--- src/rtl/sdram_fifo_arb.sv ---
// sdram_fifo_arb: decides when a fixed-length SDRAM burst may start.
// A burst is requested once every enabled read channel holds more than
// RD_MIN words and the write FIFO has room. After grant, the block counts
// BURST_LEN beats, pulses done, then holds off for GAP_CYC cycles.
// A beat taken while a latched channel is empty raises a sticky underrun flag.
module sdram_fifo_arb #(
    parameter int NCH       = 4,
    parameter int RD_W      = 15,
    parameter int WR_W      = 13,
    parameter int WR_MAX    = 4000,
    parameter int RD_MIN    = 100,
    parameter int BURST_LEN = 256,
    parameter int GAP_CYC   = 4
) (
    input  logic                 clk,
    input  logic                 nRST,
    input  logic                 en,
    input  logic [NCH-1:0]       ch_mask,
    input  logic [NCH*RD_W-1:0]  usedw_rd,
    input  logic [WR_W-1:0]      usedw_wr,
    input  logic                 grant,
    input  logic                 beat,
    output logic                 req,
    output logic                 busy,
    output logic                 done,
    output logic [15:0]          burst_cnt,
    output logic                 err_underrun
);

    localparam int CW = $clog2(BURST_LEN + 1);
    // Two extra states keep the gap counter at least one bit wide when GAP_CYC is 0.
    localparam int GW = $clog2(GAP_CYC + 2);

    localparam logic [CW-1:0] LAST_BEAT = CW'(BURST_LEN - 1);
    localparam logic [GW-1:0] LAST_GAP  = GW'((GAP_CYC > 0) ? GAP_CYC - 1 : 0);

    // Thresholds widened to 32 bits so both compare operands are zero-extended.
    localparam logic [31:0] WR_MAX_U = WR_MAX;
    localparam logic [31:0] RD_MIN_U = RD_MIN;

    typedef enum logic [1:0] {
        IDLE,
        REQ,
        BURST,
        GAP
    } state_t;

    state_t          state;
    logic [NCH-1:0]  mask_q;
    logic [CW-1:0]   beat_cnt;
    logic [GW-1:0]   gap_cnt;

    logic [NCH-1:0]  rd_above;
    logic [NCH-1:0]  rd_empty;
    logic            ok;

    // Per-channel threshold and empty flags, combined into the start condition.
    always_comb begin
        // NOTE: every output of a combinational block gets a default first so
        // no path can leave it unassigned and infer a latch.
        rd_above = '0;
        rd_empty = '0;
        for (int i = 0; i < NCH; i++) begin
            rd_above[i] = 32'(usedw_rd[i*RD_W +: RD_W]) > RD_MIN_U;
            rd_empty[i] = (usedw_rd[i*RD_W +: RD_W] == '0);
        end
        // Disabled channels are forced "above" so they never block a burst.
        ok = en && (ch_mask != '0) && (32'(usedw_wr) < WR_MAX_U)
                && ((rd_above | ~ch_mask) == '1);
    end

    // Burst control FSM with registered outputs.
    always_ff @(posedge clk or negedge nRST) begin
        if (!nRST) begin
            state        <= IDLE;
            req          <= 1'b0;
            busy         <= 1'b0;
            done         <= 1'b0;
            burst_cnt    <= '0;
            err_underrun <= 1'b0;
            mask_q       <= '0;
            beat_cnt     <= '0;
            gap_cnt      <= '0;
        end else begin
            // NOTE: non-blocking assignments only, so every register sees the
            // pre-edge values of the others regardless of statement order.
            done <= 1'b0;
            case (state)
                IDLE: begin
                    // The only place the sticky underrun flag can be cleared.
                    if (!en) err_underrun <= 1'b0;
                    if (ok) begin
                        state <= REQ;
                        req   <= 1'b1;
                        busy  <= 1'b1;
                    end
                end

                REQ: begin
                    // Grant wins over a simultaneous loss of ok.
                    if (grant) begin
                        state    <= BURST;
                        req      <= 1'b0;
                        mask_q   <= ch_mask;
                        beat_cnt <= '0;
                    end else if (!ok) begin
                        state <= IDLE;
                        req   <= 1'b0;
                        busy  <= 1'b0;
                    end
                end

                BURST: begin
                    // No abort: en, ok and ch_mask are not looked at here.
                    if (beat) begin
                        beat_cnt <= beat_cnt + 1'b1;
                        if ((mask_q & rd_empty) != '0) err_underrun <= 1'b1;
                        if (beat_cnt == LAST_BEAT) begin
                            done      <= 1'b1;
                            burst_cnt <= burst_cnt + 16'd1;
                            gap_cnt   <= '0;
                            if (GAP_CYC == 0) begin
                                state <= IDLE;
                                busy  <= 1'b0;
                            end else begin
                                state <= GAP;
                            end
                        end
                    end
                end

                GAP: begin
                    if (gap_cnt == LAST_GAP) begin
                        state <= IDLE;
                        busy  <= 1'b0;
                    end else begin
                        gap_cnt <= gap_cnt + 1'b1;
                    end
                end

                default: begin
                    state <= IDLE;
                    req   <= 1'b0;
                    busy  <= 1'b0;
                end
            endcase
        end
    end

endmodule

--- config.mk ---
export PLATFORM = sky130hd
export DESIGN_NAME = sdram_fifo_arb
export DESIGN_NICKNAME = d
export VERILOG_FILES = /design/src/rtl/sdram_fifo_arb.sv
export SDC_FILE = /design/constraint.sdc
export NUM_CORES = 1
export LEC_CHECK = 0
export ABC_CLOCK_PERIOD_IN_PS = 2100
export BUFFER_PORTS_ARGS = -buffer_cell sky130_fd_sc_hd__clkbuf_2
export CAP_MARGIN = 20
export CORE_UTILIZATION = 41
export DETAILED_ROUTE_END_ITERATION = 10
export MAX_ROUTING_LAYER = met4
export PLACE_DENSITY = 0.8
export SLEW_MARGIN = 20
export SYNTH_ARGS = -nofsm -noshare
export SYNTH_HDL_FRONTEND = slang
export SYNTH_SLANG_ARGS = --single-unit
--- constraint.sdc ---
create_clock -name clk -period 2.1 [get_ports clk]
set_clock_uncertainty 0.15 [all_clocks]
set_input_delay 0.21 -clock clk [delete_from_list [all_inputs] [get_ports clk]]
set_output_delay 0.21 -clock clk [all_outputs]
set_load 0.01 [all_outputs]
==> results of run 1 <==
-- cell families (layout without fill, tap and decap cells) --
family	count (synthesis)	after routing	share of synthesized area [%]
AOI/OAI and AO/OA	31	31	10.7
adders and majority gates	5	5	3.02
buffers and inverters	13	133	3.02
DFF	38	38	45.9
and+or+nand+nor	89	89	25.2
xor gates and xnor gates	21	21	8.89
muxes	6	6	3.20
-- sequential cells by signal (all words and copies together) (netlist names), named ones only --
name / flops
req: 1
beat_cnt: 9
err_underrun: 1
busy: 1
burst_cnt: 16
mask_q: 4
done: 1
state: 1
gap_cnt: 3
-- stage by stage --
step | hold WS (ns) | cell area, um2 | util (%)
2_1_floorplan | -0.236 | 2090 | -
3_3_place_gp | 0.134 | 2730 | 56.9
3_5_place_dp | 0.133 | 2730 | 56.9
4_1_cts | 0.0263 | 2890 | 60.3
5_1_grt | 0.0316 | 2970 | 62.1
6_report | 0.0360 | 2970 | 62.1
-- area by class of cell --
class / count / area share (%)
multi-input combinational: 152 / 38.6
clock inverter: 1 / 1.01
sequential: 38 / 32.0
clock buffer: 7 / 2.57
inverter: 8 / 1.01
tap: 67 / 2.82
timing repair buffer: 117 / 22.0
-- cell usage after synthesis, drive strengths merged (2+ instances only) --
library cell / count
ha: 5
buf: 4
dfrtp: 38
o21ai: 7
a21oi: 5
o311ai: 5
a311oi: 2
nor2: 21
nand4: 7
xnor2: 12
and3: 7
or4: 9
xor2: 9
o21a: 4
nor3: 4
nor4: 4
nand3: 10
inv: 8
nand2: 15
nor4b: 4
nand3b: 3
mux2: 5
-- per-layer routing --
metal,vias to the layer above,wire (um),GRT usage [%]
met3,6,164,5.66
met4,0,43,7.19
met5,-,0,-
li1,991,-,-
met2,37,2660,35.2
met1,952,2310,25.0
-- power by group --
part           switching [mW]  internal, mW  total [mW]
Clock                   0.252         0.355       0.607
Combinational           0.351         0.366       0.717
Sequential              0.100         0.871       0.971
-- worst register-to-register path, cell delays in order (launching register included) --
cell,delay (ns)
dfrtp_1,0.36
ha_2,0.19
and3_4,0.18
and3_4,0.19
ha_4,0.13
and4b_2,0.28
buf_6,0.13
nand4_4,0.13
nor2_4,0.18
nand3_2,0.11
xnor2_2,0.15
-- how the worst max path moves through the flow --
stage,depth (start not counted),slack (ns),endpoint
finish,10,-0.18,burst_cnt[12]
global route,10,-0.26,burst_cnt[12]
CTS,9,-0.14,burst_cnt[15]
detailed placement,9,-0.16,burst_cnt[15]
global placement,9,-0.10,burst_cnt[15]
floorplan,10,-0.06,burst_cnt[9]
-- what timing repair did --
item / CTS / global route
gates resized for setup: 5 / 14
hold endpoints to repair: 38 / 0
hold buffers: 1 / 0
endpoints found under the setup margin: 12 / 15
setup buffers: 3 / 4
pin swaps: 14 / 12
==> impl_metrics.ini, run 1 <==
[clock_network]
clock-sinks = 38
htreeDepth = 2
clk_latency_ns = 0.29
root_buffer = clkbuf_8
cts_buffers = 5
cts_tree = yes
clock_path_buffers = 2
path_clk_slew_ns = 0.07

[worst_setup_path]
reg2reg_slack_ns = -0.18
reg2reg_depth = 10
cp_cell_sequence = ha_2 > and3_4 > and3_4 > ha_4 > and4b_2 > buf_6 > nand4_4 > nor2_4 > nand3_2 > xnor2_2
worstSetupEndpointType = register
critPathArrivalTime_ns = 2.31
startpoint = beat_cnt[1]
cpMostUsedCell = and3_4
r2r_start = beat_cnt[1]
worstSetupPathType = register to register
crit_family = simple AND/OR/NAND/NOR gates
r2r_end = burst_cnt[12]
cpPeakStageDelay_ns = 0.36
worst-path-buf-inv = 1
critPathMaxFanout = 3
crit_slowest_cell = dfrtp_1
crit_path_start_kind = register
worstPathRequired_ns = 2.12

[pwr]
p_leak_nw = 1.51
vdd_ir_drop_max_mv = 0.619
finalPower_mw = 2.29
power.density_nw_per_um2 = 772

[timing]
maxSlewHeadroom_pct = 64.5
min_period_over_period_pct = 109
setup_viol = 12
drv_slew = 0
fmax_mhz = 438
min_period_ns = 2.28
worst_slew_pin_slew_ns = 0.533
rsz0062_at_grt = yes
hold_viol = 0
fin_ws_ns = -0.181
tns_ns = -1.20

[placement]
gp_congestion = 0.790
dp_slack_ns = -0.156
io_buffers = 96
dpl.cell_count = 375
post-dp-hpwl_um = 3880

[hold_path]
min_to = mask_q[3]
min_path_cells = 2
hold_path_class = primary input to register
min-delay-start = ch_mask[3]

[flow_run]
drv_cap = 0

[cells_and_area]
nets = 409
post_layout_nonfiller_instances = 390
drive_gt1_share_pct = 45.2
final_common_cell = clkbuf_2
multi_input_area_um2 = 1150
n_fill_cell = 394
n_antenna_cell = 0
syn2layout_area_growth_pct = 43.7
final_cell_mix = clkbuf_2 (96), dfrtp_1 (38), nor2_1 (18)
regArea_um2 = 951

[detailed_routing]
wire_per_inst_um = 13.3
wl_um = 5180
viasPerCell = 5.09
dr.pass1.iters = 4
ant_nets = 0
num_vias = 1986
drc = 0
drtIter0Drc = 92

[synth]
synth_top_area_share_pct = 45.9
netlist_instances = 203
syn_avg_cell_area_um2 = 10.2
syn_nets = 290
synth_largest_area_cell = dfrtp_1
yosys_warnings = 0
synth.distinct_cells = 43
syn-cell-area_um2 = 2070
seq_area_frac_synth_pct = 45.9
synth_edf_count = 0
postSynth.asyncResetShare_pct = 100
ys_seq_elements = 38
ys_top_cells_by_area = dfrtp_1 (46%), xnor2_1 (5.1%), xor2_1 (3.8%), nor2_1 (3.4%), or4_1 (3.3%)
synth_ff_type = dfrtp_1

[floorplanning]
core_area_um2 = 4790
initial_core_util_pct = 43.2
num_rows = 25
io_pins = 102
chipHeight_um = 73.0
die_w_um = 73.0
fp.dieArea_um2 = 5340

[global_routing]
grt_pass1_wl_um = 8380
track_usage_pct = 21.3
antenna_found_initial = 0
grt.overflow.total = 0
grt_max_degree = 39
grt_pass1_vias = 1938

[run_status]
status = complete, but fails checks
failed_checks = negative setup slack
Note: power is estimated with default switching activity, not from simulation.
==> run 2, diff against run 1 <==
==> config.mk (replaced) <==
export PLATFORM = sky130hd
export DESIGN_NAME = sdram_fifo_arb
export DESIGN_NICKNAME = d
export VERILOG_FILES = /design/src/rtl/sdram_fifo_arb.sv
export SDC_FILE = /design/constraint.sdc
export NUM_CORES = 1
export LEC_CHECK = 0
export ABC_CLOCK_PERIOD_IN_PS = 2500
export BUFFER_PORTS_ARGS = -buffer_cell sky130_fd_sc_hd__clkbuf_2
export CAP_MARGIN = 20
export CORE_UTILIZATION = 46
export DETAILED_ROUTE_END_ITERATION = 10
export PLACE_DENSITY = 0.84
export SLEW_MARGIN = 20
export SYNTH_ARGS = -nofsm -noshare
export SYNTH_HDL_FRONTEND = slang
export SYNTH_SLANG_ARGS = --single-unit
==> constraint.sdc (replaced) <==
create_clock -name clk -period 2.5 [get_ports clk]
set_clock_uncertainty 0.15 [all_clocks]
set_input_delay 0.25 -clock clk [delete_from_list [all_inputs] [get_ports clk]]
set_output_delay 0.25 -clock clk [all_outputs]
set_load 0.01 [all_outputs]
==> run 2 against run 1 <==
The run now ends clean. Sequential share of layout area rose by 3.1 points. Maximum frequency fell by 0.50%. Sequential cell count did not move. Cell area fell by 9.0%. Utilization rose by 0.47 points. Non-clock buffer count fell by 17. Clock power fell by 29%. Via count fell by 3.0%. Setup slack improved by 0.39 ns. Final cell count fell by 8.2%. Count of clock-buffer cells in the layout did not move. Largest cell class unchanged. Largest power group unchanged.
==> impl_metrics.ini, run 2 (same netlist as run 1, synthesis figures left out) <==
[cells_and_area]
n_antenna_cell = 0
final_common_cell = clkbuf_2
top_regs = burst_cnt (16), beat_cnt (9), mask_q (4)
post_layout_nonfiller_instances = 358
multi_input_area_um2 = 1060
drive_gt1_share_pct = 38.6
nets = 392
n_fill_cell = 371
stdcell_area_um2 = 2710
syn2layout_area_growth_pct = 30.8
largest-register = burst_cnt
final_cell_mix = clkbuf_2 (96), dfrtp_1 (38), nor2_1 (19)
regArea_um2 = 951
largest_reg_flops = 16

[pwr]
power.density_nw_per_um2 = 660
sw_frac_of_total_pct = 32.1
p_leak_nw = 1.38
seqPwrFrac_pct = 46.2
net-switching-power_uw = 575
p_int_mw = 1.21
vdd_ir_drop_max_mv = 0.363
power.share.clock_pct = 24.0
p_comb_share_pct = 29.7

[detailed_routing]
ant_nets = 0
drtIter0Drc = 94
drc = 0
dr.pass1.iters = 4
viasPerCell = 5.38
num_vias = 1927
wl_um = 4800
wire_per_inst_um = 13.4

[clock_network]
clock_path_buffers = 2
clock-sinks = 38
cts_tree = yes
htreeDepth = 2
root_buffer = clkbuf_8
path_clk_slew_ns = 0.07
clk_latency_ns = 0.29
cts_buffers = 5

[placement]
dpl.cell_count = 349
gp_congestion = 0.844
dp_slack_ns = 0.174
placed_area_um2 = 2610
io_buffers = 96
post-dp-hpwl_um = 3810

[floorplanning]
chipHeight_um = 69.1
num_rows = 24
die_w_um = 69.1
core_area_um2 = 4320
initial_core_util_pct = 47.9
fp.dieArea_um2 = 4770
io_pins = 102

[global_routing]
track_usage_pct = 21.9
grt_max_degree = 39
grt_pass1_vias = 1961
grt_pass1_wl_um = 8380
antenna_found_initial = 0
grt.overflow.total = 0

[worst_setup_path]
worstSetupEndpointType = register
cpPeakStageDelay_ns = 0.39
critPathArrivalTime_ns = 2.32
critPathMaxFanout = 4
r2r_start = beat_cnt[0]
worstPathRequired_ns = 2.53
cp_cell_sequence = ha_1 > and3_1 > and3_1 > ha_1 > and4b_2 > nand4_4 > nor3_2 > nand4_1 > xnor2_1
crit_path_start_kind = register
startpoint = beat_cnt[0]
worstSetupPathType = register to register
crit_slowest_cell = dfrtp_1

[timing]
rsz0062_at_grt = no
hold_ws_ns = 0.0923
tns_ns = 0
fmax_mhz = 436
min_period_over_period_pct = 91.7
hold_viol = 0
fin_ws_ns = 0.208
maxSlewHeadroom_pct = 40.4
setup_viol = 0
drv_slew = 0
worst_slew_pin_slew_ns = 0.894
min_period_ns = 2.29

[hold_path]
hold_path_class = primary input to register
min-delay-start = ch_mask[2]

[run_status]
status = finished clean

[flow_run]
drv_cap = 0
[run 2: final timing paths]
check,slack [ns],depth (start not counted),endpoint
worst min-delay path,0.09,2,mask_q[2]
max in group asynchronous,1.18,2,burst_cnt[0]
worst max register to register,0.21,9,burst_cnt[15]
worst min register to register,0.32,1,burst_cnt[15]
min in group asynchronous,0.47,2,burst_cnt[7]
worst max-delay path,0.21,9,burst_cnt[15]
[run 2: timing repair]
action | 4_1_cts | 5_1_grt
buffers inserted | 0 | 0
endpoints found under the hold margin | 38 | 0
hold buffers | 1 | 0
gates resized for setup | 0 | 1
endpoints found under the setup margin | 0 | 1
[run 2: through the flow]
| stage | total power, mW | utilization, % |
|---|---|---|
| 2_1_floorplan | 1.19 | - |
| 6_report | 1.79 | 62.6 |
| 4_1_cts | 1.80 | 62.6 |
| 3_5_place_dp | 1.37 | 60.2 |
| 5_1_grt | 1.91 | 62.6 |
| 3_3_place_gp | 1.34 | 60.2 |
[run 2: power groups by stage]
stage | sequential [mW] | clock, mW | combinational (mW)
6_report | 0.826 | 0.430 | 0.532
5_1_grt | 0.841 | 0.470 | 0.594
4_1_cts | 0.824 | 0.440 | 0.534
3_5_place_dp | 0.834 | 0 | 0.533
3_3_place_gp | 0.829 | 0 | 0.508
2_1_floorplan | 0.815 | 0 | 0.374
[run 2: layer usage]
metal / up-vias / routed length, um / GRT usage, %
li1: 953 / - / -
met1: 931 / 2100 / 27.3
met2: 31 / 2480 / 36.9
met3: 12 / 105 / 3.80
met4: 0 / 108 / 10.2
met5: - / 0 / 0
[run 2: layout make-up]
cell class | count | share of cell area (%)
Clock buffer | 7 | 3.19
Multi-Input combinational cell | 152 | 39.0
Clock inverter | 1 | 0.185
Timing Repair Buffer | 100 | 18.9
Tap cell | 52 | 2.40
Inverter | 8 | 1.11
Sequential cell | 38 | 35.1
[run 2: worst max-delay path: cells and delay by family (launching register included)]
kind          cells  cell delay (ns)
fa+ha+maj         2             0.34
simple gates      6             1.16
flops             1             0.39
xor+xnor          1             0.14
==> run 3, diff against run 2 <==
--- a/config.mk
+++ b/config.mk
@@ -11,6 +11,8 @@
 export CORE_UTILIZATION = 46
 export DETAILED_ROUTE_END_ITERATION = 10
 export PLACE_DENSITY = 0.84
+export REMOVE_ABC_BUFFERS = 1
+export SKIP_LAST_GASP = 1
 export SLEW_MARGIN = 20
 export SYNTH_ARGS = -nofsm -noshare
 export SYNTH_HDL_FRONTEND = slang
==> run 3 against run 2 <==
First-iteration DRC count is 68% lower. Power up 1.2%. Maximum frequency decreased by 0.21%. Utilization rose by 0.58 points. Global-route usage down 1.0 points. Sequential power about the same. Critical path type unchanged. Largest cell class unchanged. Highest routed layer unchanged.
==> impl_metrics.ini, run 3 (same netlist as run 1, synthesis figures left out) <==
[floorplanning]
die_w_um = 69.1
fp.dieArea_um2 = 4770
chipHeight_um = 69.1
num_rows = 24
io_pins = 102
initial_core_util_pct = 47.9
core_area_um2 = 4320

[clock_network]
root_buffer = clkbuf_8
cts_tree = yes
clock-sinks = 38
cts_buffers = 5
clk_latency_ns = 0.30
clock_path_buffers = 2
htreeDepth = 2
path_clk_slew_ns = 0.08

[timing]
tns_ns = 0
rsz0062_at_grt = no
drv_slew = 0
hold_viol = 0
worst_slew_pin_slew_ns = 0.889
setup_viol = 0
min_period_ns = 2.30
maxSlewHeadroom_pct = 40.7
fmax_mhz = 435
min_period_over_period_pct = 91.9

[detailed_routing]
dr.pass1.iters = 4
drtIter0Drc = 30
viasPerCell = 5.29
drc = 0
wl_um = 4590
num_vias = 1906
ant_nets = 0
wire_per_inst_um = 12.8

[placement]
gp_congestion = 0.759
post-dp-hpwl_um = 3530
io_buffers = 96

[cells_and_area]
final_common_cell = clkbuf_2
final_cell_mix = clkbuf_2 (96), dfrtp_1 (38), nor2_1 (19)
largest_reg_flops = 16
largest-register = burst_cnt
n_antenna_cell = 0
top_regs = burst_cnt (16), beat_cnt (9), mask_q (4)
syn2layout_area_growth_pct = 32.0
drive_gt1_share_pct = 39.3
nets = 394
utilization_pct = 63.2

[global_routing]
met3_usage_pct = 5.26
grt_max_degree = 39
grt_pass1_vias = 1834
use_met1_pct = 25.3
grt.overflow.total = 0
grtUsageMet2_pct = 34.7
grt-busiest-layer = met2
track_usage_pct = 20.9
antenna_found_initial = 0
grt_pass1_wl_um = 8030

[pwr]
vdd_ir_drop_max_mv = 0.494
p_leak_nw = 1.41
power.density_nw_per_um2 = 662

[run_status]
status = finished clean

[worst_setup_path]
worstPathRequired_ns = 2.54
r2r_start = beat_cnt[0]
crit_slowest_cell = dfrtp_1
crit_path_start_kind = register
worstSetupPathType = register to register
crit_family = simple AND/OR/NAND/NOR gates
cp_cell_sequence = ha_1 > and3_1 > and3_1 > ha_1 > and4b_2 > nand4_4 > nor3_4 > nand4_1 > xnor2_1
critPathMaxFanout = 3
worstSetupEndpointType = register
r2r_end = burst_cnt[15]
reg2reg_slack_ns = 0.20
critPathArrivalTime_ns = 2.33
reg2reg_depth = 9
worst-path-buf-inv = 0
cpPeakStageDelay_ns = 0.40

[hold_path]
hold_path_class = primary input to register
min_path_cells = 2
min-delay-start = en
min_to = err_underrun

[flow_run]
drv_cap = 0
-- run 3: changes by cell type in the layout (fill, tap and decap cells not counted) --
cell	previous run	this run
buf_4	3	5
nor3_4	0	1
nor3_2	1	0
clkinvlp_4	0	1
clkbuf_1	1	0
-- run 3: power by group --
group	internal, mW	total [mW]	leakage [nW]	switching, mW
logic	0.269	0.545	0.858	0.276
clock network	0.221	0.440	0.0472	0.218
registers	0.732	0.825	0.505	0.0928
total	1.22	1.81	1.41	0.587
-- run 3: what timing repair did --
item	in CTS	in global routing
gates resized for setup	0	2
setup buffers	0	2
endpoints found under the hold margin	38	0
hold buffers	1	0
setup endpoints to repair	0	2
-- run 3: layout make-up --
cell class	count	area [um2]
clock buffer	6	82.6
clock inverter	2	12.5
fill	362	1590
inverter	8	30.0
multi-input combinational	152	1060
sequential	38	951
tap	52	65.1
timing repair buffer	102	528
-- run 3: how the worst max path moves through the flow --
stage           startpoint       endpoint  slack (ns)  depth (start not counted)
2_1_floorplan  beat_cnt[0]  burst_cnt[15]        0.25                          9
6_report       beat_cnt[0]  burst_cnt[15]        0.20                          9
3_5_place_dp   beat_cnt[0]  burst_cnt[15]        0.15                          9
4_1_cts        beat_cnt[0]  burst_cnt[15]         0.1                          9
5_1_grt        beat_cnt[0]  burst_cnt[15]        0.02                          9
3_3_place_gp   beat_cnt[0]  burst_cnt[15]        0.22                          9
-- run 3: metal layers --
| metal | vias up | wire, um |
|---|---|---|
| met2 | 47 | 2320 |
| met3 | 8 | 214 |
| met5 | - | 0 |
| li1 | 957 | - |
| met1 | 894 | 1980 |
| met4 | 0 | 83 |
-- run 3: metrics by stage --
stage	hold slack, ns	instances	worst slack, ns	cell area (um2)	power, mW
after floorplan	-0.196	198	0.245	2040	1.16
after global placement	0.270	349	0.222	2610	1.34
after detailed placement	0.275	349	0.147	2610	1.37
after CTS	0.0570	358	0.0968	2710	1.82
after global routing	0.0709	360	0.0196	2730	1.93
final	0.0640	360	0.203	2730	1.81
